**config.mk**
```make
export PLATFORM = sky130hd
export DESIGN_NAME = kernel_host_flat
export DESIGN_NICKNAME = d
export VERILOG_FILES = /design/src/rtl/kernel_host_pkg.sv /design/src/rtl/kernel_host_if.sv /design/src/rtl/kernel_host_timer.sv /design/src/rtl/kernel_host.sv /design/src/flat_wrapper.sv
export SDC_FILE = /design/constraint.sdc
export NUM_CORES = 1
export LEC_CHECK = 0
export CAP_MARGIN = 20
export CORE_AREA = 2 2 54 56
export CTS_CLUSTER_DIAMETER = 80
export CTS_CLUSTER_SIZE = 10
export DETAILED_ROUTE_END_ITERATION = 10
export DIE_AREA = 0 0 56 58
export PLACE_DENSITY = 0.75
export SLEW_MARGIN = 10
export SYNTH_ARGS = -nofsm -noshare
export SYNTH_HDL_FRONTEND = slang
export SYNTH_HIERARCHICAL = 1
export SYNTH_SLANG_ARGS = --single-unit
```
**constraint.sdc**
```tcl
create_clock -name clk -period 3 [get_ports clk]
set_input_delay 0.45 -clock clk [delete_from_list [all_inputs] [get_ports clk]]
set_output_delay 0.45 -clock clk [all_outputs]
set_load 0.01 [all_outputs]
```
**src/rtl/kernel_host_pkg.sv**
```systemverilog
// rtl/kernel_host_pkg.sv - shared state encoding and default parameters for kernel_host
package kernel_host_pkg;

    localparam int DEF_DEPTH   = 2;
    localparam int DEF_ADDR_W  = 1;
    localparam int DEF_DATA_W  = 1;
    localparam int DEF_RES_W   = 2;
    localparam int DEF_TIMEOUT = 1024;

    typedef enum logic [3:0] {
        IDLE,
        LOAD,
        START,
        RUN,
        RD_ADDR,
        RD_WAIT,
        UNLOAD,
        DONE,
        ERR
    } state_t;

endpackage

```
**src/rtl/kernel_host_if.sv**
```systemverilog
// rtl/kernel_host_if.sv - kernel start/done and array control bundle
interface kernel_host_if
    import kernel_host_pkg::*;
#(
    parameter int ADDR_W = DEF_ADDR_W,
    parameter int DATA_W = DEF_DATA_W,
    parameter int RES_W  = DEF_RES_W
);
    logic              kern_r_enable;
    logic              kern_init;
    logic              kern_w_enable;
    logic [RES_W-1:0]  kern_result;
    logic              kern_controlArr;
    logic              kern_arrWEnable;
    logic [ADDR_W-1:0] kern_arrAddr;
    logic [DATA_W-1:0] kern_arrWData;
    logic [DATA_W-1:0] kern_arrRData;

    // host side drives the kernel controls and array port
    modport host (
        output kern_r_enable, kern_init, kern_controlArr, kern_arrWEnable,
               kern_arrAddr, kern_arrWData,
        input  kern_w_enable, kern_result, kern_arrRData
    );

    // kernel side answers with done, result and read data
    modport kernel (
        input  kern_r_enable, kern_init, kern_controlArr, kern_arrWEnable,
               kern_arrAddr, kern_arrWData,
        output kern_w_enable, kern_result, kern_arrRData
    );
endinterface

```
**src/rtl/kernel_host_timer.sv**
```systemverilog
// rtl/kernel_host_timer.sv - kernel completion watchdog counter
module kernel_host_timer
    import kernel_host_pkg::*;
#(
    parameter int TIMEOUT = DEF_TIMEOUT
) (
    input  logic clk,
    input  logic rst,
    input  logic clear,
    input  logic enable,
    output logic expire
);
    localparam int TW = (TIMEOUT > 1) ? $clog2(TIMEOUT) : 1;

    logic [TW-1:0] cnt;

    assign expire = (cnt == TW'(TIMEOUT - 1));

    // count while enabled, saturating at the expiry value
    always_ff @(posedge clk) begin
        if (rst || clear) begin
            cnt <= '0;
        end else if (enable && !expire) begin
            cnt <= cnt + TW'(1);
        end
    end
endmodule

```
**src/rtl/kernel_host.sv**
```systemverilog
// rtl/kernel_host.sv - loads kernel array, starts kernel, waits for done, unloads array
module kernel_host
    import kernel_host_pkg::*;
#(
    parameter int DEPTH   = DEF_DEPTH,
    parameter int ADDR_W  = DEF_ADDR_W,
    parameter int DATA_W  = DEF_DATA_W,
    parameter int RES_W   = DEF_RES_W,
    parameter int TIMEOUT = DEF_TIMEOUT
) (
    input  logic              clk,
    input  logic              rst,
    input  logic              start,
    input  logic              init_val,
    output logic              busy,
    input  logic              ld_valid,
    output logic              ld_ready,
    input  logic [DATA_W-1:0] ld_data,
    output logic              ul_valid,
    input  logic              ul_ready,
    output logic [DATA_W-1:0] ul_data,
    output logic              ul_last,
    output logic              res_valid,
    output logic [RES_W-1:0]  result,
    output logic              timeout_err,
    kernel_host_if.host       kif
);
    localparam logic [ADDR_W-1:0] LAST_ADDR = ADDR_W'(DEPTH - 1);

    state_t            state;
    state_t            state_nx;
    logic [ADDR_W-1:0] cnt;
    logic              init_q;
    logic              at_last;
    logic              tmr_expire;

    assign at_last           = (cnt == LAST_ADDR);
    assign busy              = (state != IDLE);
    assign kif.kern_arrAddr  = cnt;
    assign kif.kern_arrWData = ld_data;

    kernel_host_timer #(.TIMEOUT(TIMEOUT)) u_timer (
        .clk    (clk),
        .rst    (rst),
        .clear  (state == START),
        .enable (state == RUN),
        .expire (tmr_expire)
    );

    // state register
    always_ff @(posedge clk) begin
        if (rst) begin
            state <= IDLE;
        end else begin
            state <= state_nx;
        end
    end

    // next state and per-state control outputs
    always_comb begin
        state_nx            = state;
        ld_ready            = 1'b0;
        ul_valid            = 1'b0;
        ul_last             = 1'b0;
        res_valid           = 1'b0;
        kif.kern_r_enable   = 1'b0;
        kif.kern_init       = 1'b0;
        kif.kern_controlArr = 1'b0;
        kif.kern_arrWEnable = 1'b0;
        case (state)
            IDLE: begin
                if (start) state_nx = LOAD;
            end
            LOAD: begin
                ld_ready            = 1'b1;
                kif.kern_controlArr = 1'b1;
                kif.kern_arrWEnable = ld_valid;
                if (ld_valid && at_last) state_nx = START;
            end
            START: begin
                kif.kern_r_enable = 1'b1;
                kif.kern_init     = init_q;
                state_nx          = RUN;
            end
            RUN: begin
                if (kif.kern_w_enable)  state_nx = RD_ADDR;
                else if (tmr_expire)    state_nx = ERR;
            end
            RD_ADDR: begin
                kif.kern_controlArr = 1'b1;
                state_nx            = RD_WAIT;
            end
            RD_WAIT: begin
                state_nx = UNLOAD;
            end
            UNLOAD: begin
                ul_valid = 1'b1;
                ul_last  = at_last;
                if (ul_ready) state_nx = at_last ? DONE : RD_ADDR;
            end
            DONE: begin
                res_valid = 1'b1;
                state_nx  = IDLE;
            end
            ERR: begin
                state_nx = ERR;
            end
            default: state_nx = IDLE;
        endcase
    end

    // address counter, captured init value, result, unload data and error flag
    always_ff @(posedge clk) begin
        if (rst) begin
            cnt         <= '0;
            init_q      <= 1'b0;
            result      <= '0;
            ul_data     <= '0;
            timeout_err <= 1'b0;
        end else begin
            case (state)
                IDLE: begin
                    if (start) begin
                        init_q <= init_val;
                        cnt    <= '0;
                    end
                end
                LOAD: begin
                    if (ld_valid && !at_last) cnt <= cnt + ADDR_W'(1);
                end
                RUN: begin
                    if (kif.kern_w_enable) begin
                        result <= kif.kern_result;
                        cnt    <= '0;
                    end else if (tmr_expire) begin
                        timeout_err <= 1'b1;
                    end
                end
                RD_WAIT: begin
                    ul_data <= kif.kern_arrRData;
                end
                UNLOAD: begin
                    if (ul_ready && !at_last) cnt <= cnt + ADDR_W'(1);
                end
                default: ;
            endcase
        end
    end
endmodule

```
**src/flat_wrapper.sv**
```systemverilog
// flat-port wrapper written by rule: the top's interface ports become plain ports
module kernel_host_flat import kernel_host_pkg::*;
#(
    parameter int DEPTH   = DEF_DEPTH,
    parameter int ADDR_W  = DEF_ADDR_W,
    parameter int DATA_W  = DEF_DATA_W,
    parameter int RES_W   = DEF_RES_W,
    parameter int TIMEOUT = DEF_TIMEOUT
)
  (clk, rst, start, init_val, busy, ld_valid, ld_ready, ld_data, ul_valid, ul_ready, ul_data, ul_last, res_valid, result, timeout_err, kif_kern_r_enable, kif_kern_init, kif_kern_controlArr, kif_kern_arrWEnable, kif_kern_arrAddr, kif_kern_arrWData, kif_kern_w_enable, kif_kern_result, kif_kern_arrRData);
  kernel_host_if #(.ADDR_W(ADDR_W), .DATA_W(DATA_W), .RES_W(RES_W)) kif_i ();
  input  logic clk;
  input  logic rst;
  input  logic start;
  input  logic init_val;
  output logic busy;
  input  logic ld_valid;
  output logic ld_ready;
  input  logic [DATA_W-1:0] ld_data;
  output logic ul_valid;
  input  logic ul_ready;
  output logic [DATA_W-1:0] ul_data;
  output logic ul_last;
  output logic res_valid;
  output logic [RES_W-1:0] result;
  output logic timeout_err;
  output wire logic [$bits(kif_i.kern_r_enable)-1:0] kif_kern_r_enable;
  output wire logic [$bits(kif_i.kern_init)-1:0] kif_kern_init;
  output wire logic [$bits(kif_i.kern_controlArr)-1:0] kif_kern_controlArr;
  output wire logic [$bits(kif_i.kern_arrWEnable)-1:0] kif_kern_arrWEnable;
  output wire logic [$bits(kif_i.kern_arrAddr)-1:0] kif_kern_arrAddr;
  output wire logic [$bits(kif_i.kern_arrWData)-1:0] kif_kern_arrWData;
  input wire logic [$bits(kif_i.kern_w_enable)-1:0] kif_kern_w_enable;
  input wire logic [$bits(kif_i.kern_result)-1:0] kif_kern_result;
  input wire logic [$bits(kif_i.kern_arrRData)-1:0] kif_kern_arrRData;
  assign kif_kern_r_enable = kif_i.kern_r_enable;
  assign kif_kern_init = kif_i.kern_init;
  assign kif_kern_controlArr = kif_i.kern_controlArr;
  assign kif_kern_arrWEnable = kif_i.kern_arrWEnable;
  assign kif_kern_arrAddr = kif_i.kern_arrAddr;
  assign kif_kern_arrWData = kif_i.kern_arrWData;
  assign kif_i.kern_w_enable = kif_kern_w_enable;
  assign kif_i.kern_result = kif_kern_result;
  assign kif_i.kern_arrRData = kif_kern_arrRData;
  kernel_host #(.DEPTH(DEPTH), .ADDR_W(ADDR_W), .DATA_W(DATA_W), .RES_W(RES_W), .TIMEOUT(TIMEOUT)) u_core (.clk(clk), .rst(rst), .start(start), .init_val(init_val), .busy(busy), .ld_valid(ld_valid), .ld_ready(ld_ready), .ld_data(ld_data), .ul_valid(ul_valid), .ul_ready(ul_ready), .ul_data(ul_data), .ul_last(ul_last), .res_valid(res_valid), .result(result), .timeout_err(timeout_err), .kif(kif_i));
endmodule
```
==> results of run 1 <==
flip-flops by register name, summed over array words and instances (netlist names):
name and count:
u_core/timeout_err 1, u_core/ul_data 1, u_core/init_q 1, u_core/state 4, u_core/kif.kern_arrAddr 1, u_core/u_timer/cnt 10
u_core/result 2
critical path: stages, from the launching register on:
cell and delay, ns:
dfxtp_1 0.64, nor2b_1 0.31, nand2b_1 0.13, nor2_1 0.10
buf_4 0.16, and2_1 0.12, clkdlybuf4s50_1 0.53
per-stage QoR:
step                area [µm²]  utilization, %  power [mW]  cells
floorplan                 1255               -      0.4121    156
global placement          1476           55.45      0.4745    202
detailed placement        1476           55.45      0.4798    202
CTS                       1529           57.42      0.7004    206
global route              1529           57.42      0.7278    206
finish                    1529           57.42      0.6940    206
report_power, final:
group | leakage, nW | internal, mW | switching, mW | total (mW)
logic | 0.355 | 0.0902 | 0.0828 | 0.173
clock network | 0.0279 | 0.135 | 0.0828 | 0.218
registers | 0.162 | 0.276 | 0.0275 | 0.303
cell usage in the layout, fill, tap and decap left out, types with 2 or more instances in the layout:
| cell | netlist | final |
|---|---|---|
| a211oi_1 | 5 | 5 |
| a21oi_1 | 3 | 3 |
| a31oi_1 | 11 | 11 |
| and2_1 | 2 | 2 |
| and3_1 | 2 | 2 |
| and3_2 | 2 | 2 |
| and4_1 | 2 | 2 |
| buf_4 | 2 | 2 |
| clkbuf_4 | 1 | 3 |
| clkdlybuf4s50_1 | 0 | 23 |
| dfxtp_1 | 20 | 20 |
| inv_1 | 6 | 6 |
| mux2i_1 | 9 | 9 |
| nand2_1 | 22 | 22 |
| nand2b_1 | 4 | 4 |
| nand3_1 | 4 | 4 |
| nor2_1 | 11 | 11 |
| nor2b_1 | 2 | 2 |
| nor3_1 | 8 | 8 |
| nor4_1 | 2 | 2 |
| o21ai_0 | 3 | 3 |
| or3_1 | 3 | 3 |
layout make-up:
class	count	area, µm²
Sequential cell	20	400.4
Multi-Input combinational cell	120	769.5
Timing Repair Buffer	25	245.2
Clock buffer	3	22.52
Inverter	6	22.52
Fill cell	257	1134
Tap cell	31	38.79
Clock inverter	1	30.03
worst paths after layout:
check | end | startpoint | slack [ns]
setup / recovery | kif_kern_init | u_core/state[1] | 0.25
hold / removal | u_core/result[1] | u_core/result[1] | 0.47
setup reg to reg | u_core/u_timer/cnt[7] | u_core/state[1] | 0.93
hold reg to reg | u_core/result[1] | u_core/result[1] | 0.47
logic make-up (layout without fill, tap and decap cells):
kind of cell,count (synthesis),count (layout)
adder cells (fa/ha/maj),1,1
AO/OA/AOI/OAI,31,31
flip-flops,20,20
AND/OR/NAND/NOR,77,77
buffers and inverters,16,35
multiplexers,9,9
XOR/XNOR,2,2
layer usage:
metal,global-route usage [%],routed length [µm],vias to the layer above
met1,24.30,1301,569
met5,0,0,-
met4,7.823,34,0
li1,-,-,608
met2,31.43,1398,54
met3,4.241,221,4
==> impl_metrics.ini, run 1 <==
[power]
leakage_nw = 0.5446
powerDensity_nw_per_um2 = 453.9
vdd_drop_max_mv = 0.3306

[synthesis]
synthXorXnorAreaFrac_pct = 1.396
yosysUniqueCellTypes = 50
synth_common_cells = nand2_1 (22), dfxtp_1 (20), a31oi_1 (11), nor2_1 (11), mux2i_1 (9)
synth_adder_area_share_pct = 0.9970
yosys_register_bits = 20
synthArstFlopShare_pct = 0
synth_flop_cell = dfxtp_1
netlist_top_cells_area = dfxtp_1 (32%), mux2i_1 (7.2%), nand2_1 (6.6%)
synth_compound_area_share_pct = 18.15
netlist.top_cell.by_area = dfxtp_1
synth_most_common_cell = nand2_1
avgSynthCellArea_um2 = 8.045
yosysSeqAreaShare_pct = 31.90
synth_top_family_by_area = simple AND/OR/NAND/NOR gates
syn-num-nets = 168
netlist_instances = 156
synthMuxAreaShare_pct = 7.178
synthSimpleGateAreaFrac_pct = 33.60
synth_edf_count = 0
synth_area_um2 = 1255
yosysWarnings = 6
yosys.area.top_type_share_pct = 31.90

[placed_design]
pre_cts_slack_ns = 0.6206
hpwl_um = 2067
port_buffers = 23
place.gp.congestion = 0.8930

[cts]
cts_tree = yes
postCtsSetupBuffers = 0
postCtsHoldBufs = 0
cts-resized-gates = 0
clk_pin_slew_ns = 0.11
clk_latency_ns = 0.30
numCtsBuffers = 3
htreeDepth = 1
cts.sinks = 20
clockBufferDepth = 2
clk_root_buffer_cell = clkbuf_4

[run_status]
status = finished, final reports clean

[finish]
synthToLayoutAreaGrowth_pct = 21.83
diodes = 0
drive_gt1_share_pct = 8.571
nets = 188

[global_route]
grt_max_degree = 18
grt_pass1_wl_um = 4961
grt_use_total_pct = 19.05
first_global_vias = 1093
grt_remaining_overflow = 0
antenna_found_initial = 0

[timing]
rsz0062_at_grt = false
slew_viol_final = 0
hold_viol = 0
slew_headroom_pct = 60.81
finalClockSkew_ns = 0.001263
setup_ws_ns = 0.2531
max_clock_freq_mhz = 364.0
tightest_slew_ns = 0.5860
setup_violations = 0
fin_tns_setup_ns = 0
holdWs_ns = 0.4684
min_period_ns = 2.747
min_period_over_period_pct = 91.56

[critical_path]
critPathRequiredTime_ns = 2.55
arrival_ns = 2.30
endpoint_kind = output port
cp_max_fo = 16
ff2ff_path_depth = 5
cp-start-kind = flip-flop
worst-setup-path-type = reg2out

[route]
vias = 1235
wire_per_inst_um = 14.35
vias_per_cell = 5.995
drt_wl_total_um = 2956
drc = 0
drtIter0Drc = 41
drtAntennaViolNets = 0
drt_first_pass_iters = 4

[floorplan]
die_h_um = 58
io_pins = 26
die_area_um2 = 3248
core_um2 = 2663
start_util_pct = 47.13
floorplan.die.width_um = 56
rows = 19

[hold_path]
hold_depth = 2
hold_path.class = reg2reg

[run]
maxCapViolations = 0
Power figures use the tool's default switching activity.
==> run 2: changes to the inputs <==
Settings changed: SLEW_MARGIN 10 to 20.
==> results of run 2 <==
Same layout as run 1: the final DEF is identical, and so are final timing and power.
==> run 3: changes to the inputs <==
Settings changed: CORE_AREA 2 2 54 56 to 5 5 66 68, DIE_AREA 0 0 56 58 to 0 0 71 73, PLACE_DENSITY 0.75 to unset.
Clock period 3 ns to 2.73 ns, I/O delays scaled along.
==> impl_metrics.ini, run 3 (synthesis results as in run 1) <==
[run_status]
status = finished, final reports clean

[critical_path]
cp_max_fo = 11
path_delay_family = simple AND/OR/NAND/NOR gates
critPathRequiredTime_ns = 2.32
timing.rr.end = u_core/u_timer/cnt[8]
crit_buf_inv = 1
arrival_ns = 2.01
slowest_stage = clkdlybuf4s50_1
cp-start-kind = flip-flop
worst-setup-path-type = reg2out
reg2reg_slack_ns = 0.73
r2r_start = u_core/state[0]
critPathMaxStageDelay_ns = 0.53
path_cells = nor2b_1, nand2b_1, nor2_1, and2_1, clkdlybuf4s50_1
endpoint_kind = output port
ff2ff_path_depth = 5

[power]
powerDensity_nw_per_um2 = 481.0
vdd_drop_max_mv = 0.1932
p_total_mw = 0.7553
leakage_nw = 0.5556

[floorplan]
start_util_pct = 33.04
die_area_um2 = 5183
die_h_um = 73
core_um2 = 3799
floorplan.die.width_um = 71
io_pins = 26
rows = 23

[timing]
holdWs_ns = 0.4650
max_clock_freq_mhz = 414.1
slew_headroom_pct = 63.95
setup_violations = 0
tightest_slew_ns = 0.5401
min_period_over_period_pct = 88.46
hold_viol = 0
finalClockSkew_ns = 0.0009566
fin_tns_setup_ns = 0
min_period_ns = 2.415
rsz0062_at_grt = false
setup_ws_ns = 0.3150
slew_viol_final = 0

[finish]
final_common_cell = clkdlybuf4s50_1
nets = 190
fillers = 392
top_regs = u_core/u_timer/cnt: 10 flops, u_core/state: 4 flops, u_core/result: 2 flops
top_register = u_core/u_timer/cnt
final_cells = 227
drive_gt1_share_pct = 9.605
synthToLayoutAreaGrowth_pct = 25.12
seq_area_um2 = 400.4
multiInputGateArea_um2 = 769.5
diodes = 0
final_cell_mix = clkdlybuf4s50_1 (23), nand2_1 (22), dfxtp_1 (20)
largest_reg_flops = 10

[route]
drc = 0
drtAntennaViolNets = 0
drtIter0Drc = 120
vias_per_cell = 5.489
vias = 1246
drt_first_pass_iters = 4
wire_per_inst_um = 14.56
drt_wl_total_um = 3304

[placed_design]
pre_cts_slack_ns = 0.6403
dp.cells = 223
place.gp.congestion = 0.9259
port_buffers = 23
hpwl_um = 2542

[cts]
clk_pin_slew_ns = 0.07
cts.sinks = 20
cts_tree = yes
clk_latency_ns = 0.26
postCtsSetupBuffers = 0
cts-resized-gates = 0
numCtsBuffers = 3
htreeDepth = 1
clk_root_buffer_cell = clkbuf_8
postCtsHoldBufs = 0
clockBufferDepth = 2

[hold_path]
hold_depth = 2
hold_path.class = reg2reg
min_from = u_core/result[0]
worstHoldEndpoint = u_core/result[0]

[global_route]
antenna_found_initial = 0
grt_use_total_pct = 13.52
grt_max_degree = 18
grt_remaining_overflow = 0
grt_pass1_wl_um = 5692
first_global_vias = 1252

[run]
maxCapViolations = 0
## run 3: layout make-up
class | count | share of cell area [%]
multi-input cells | 120 | 49.00
flip-flops and latches | 20 | 25.50
repair buffers | 27 | 16.57
well taps | 50 | 3.984
clock buffers | 4 | 3.506
inverters | 6 | 1.434
## run 3: metal layers
| metal | wire (µm) | GRT usage, % | up-vias |
|---|---|---|---|
| li1 | - | - | 614 |
| met1 | 1421 | 15.31 | 583 |
| met2 | 1631 | 25.33 | 42 |
| met3 | 177 | 2.204 | 7 |
| met4 | 73 | 5.010 | 0 |
| met5 | 0 | 0 | - |
## run 3: worst max path at each step
stage,start,to,slack (ns),depth (start not counted)
finish,u_core/state[3],kif_kern_init,0.32,5
floorplan,u_core/state[3],kif_kern_init,0.99,5
global route,u_core/state[0],kif_kern_arrWEnable,0.17,3
CTS,u_core/state[3],kif_kern_init,0.35,5
global placement,u_core/state[0],kif_kern_arrWEnable,0.72,3
detailed placement,u_core/state[0],kif_kern_arrWEnable,0.64,3
## run 3: per-stage QoR
stage / area, µm² / utilization, %
after floorplan: 1255 / -
after global placement: 1515 / 39.89
after detailed placement: 1515 / 39.89
after CTS: 1570 / 41.34
after global routing: 1570 / 41.34
final: 1570 / 41.34
## run 3: where the power goes
part	total (mW)	internal [mW]	switching, mW
clock network	0.225	0.128	0.0970
logic	0.206	0.103	0.102
registers	0.324	0.303	0.0214
## run 3: worst reg2reg max path: stages, from the launching register on
cell and delay, ns:
dfxtp_1 0.59, nor4bb_1 0.41, buf_4 0.26, inv_1 0.09
nor4_1 0.38, mux2i_1 0.21
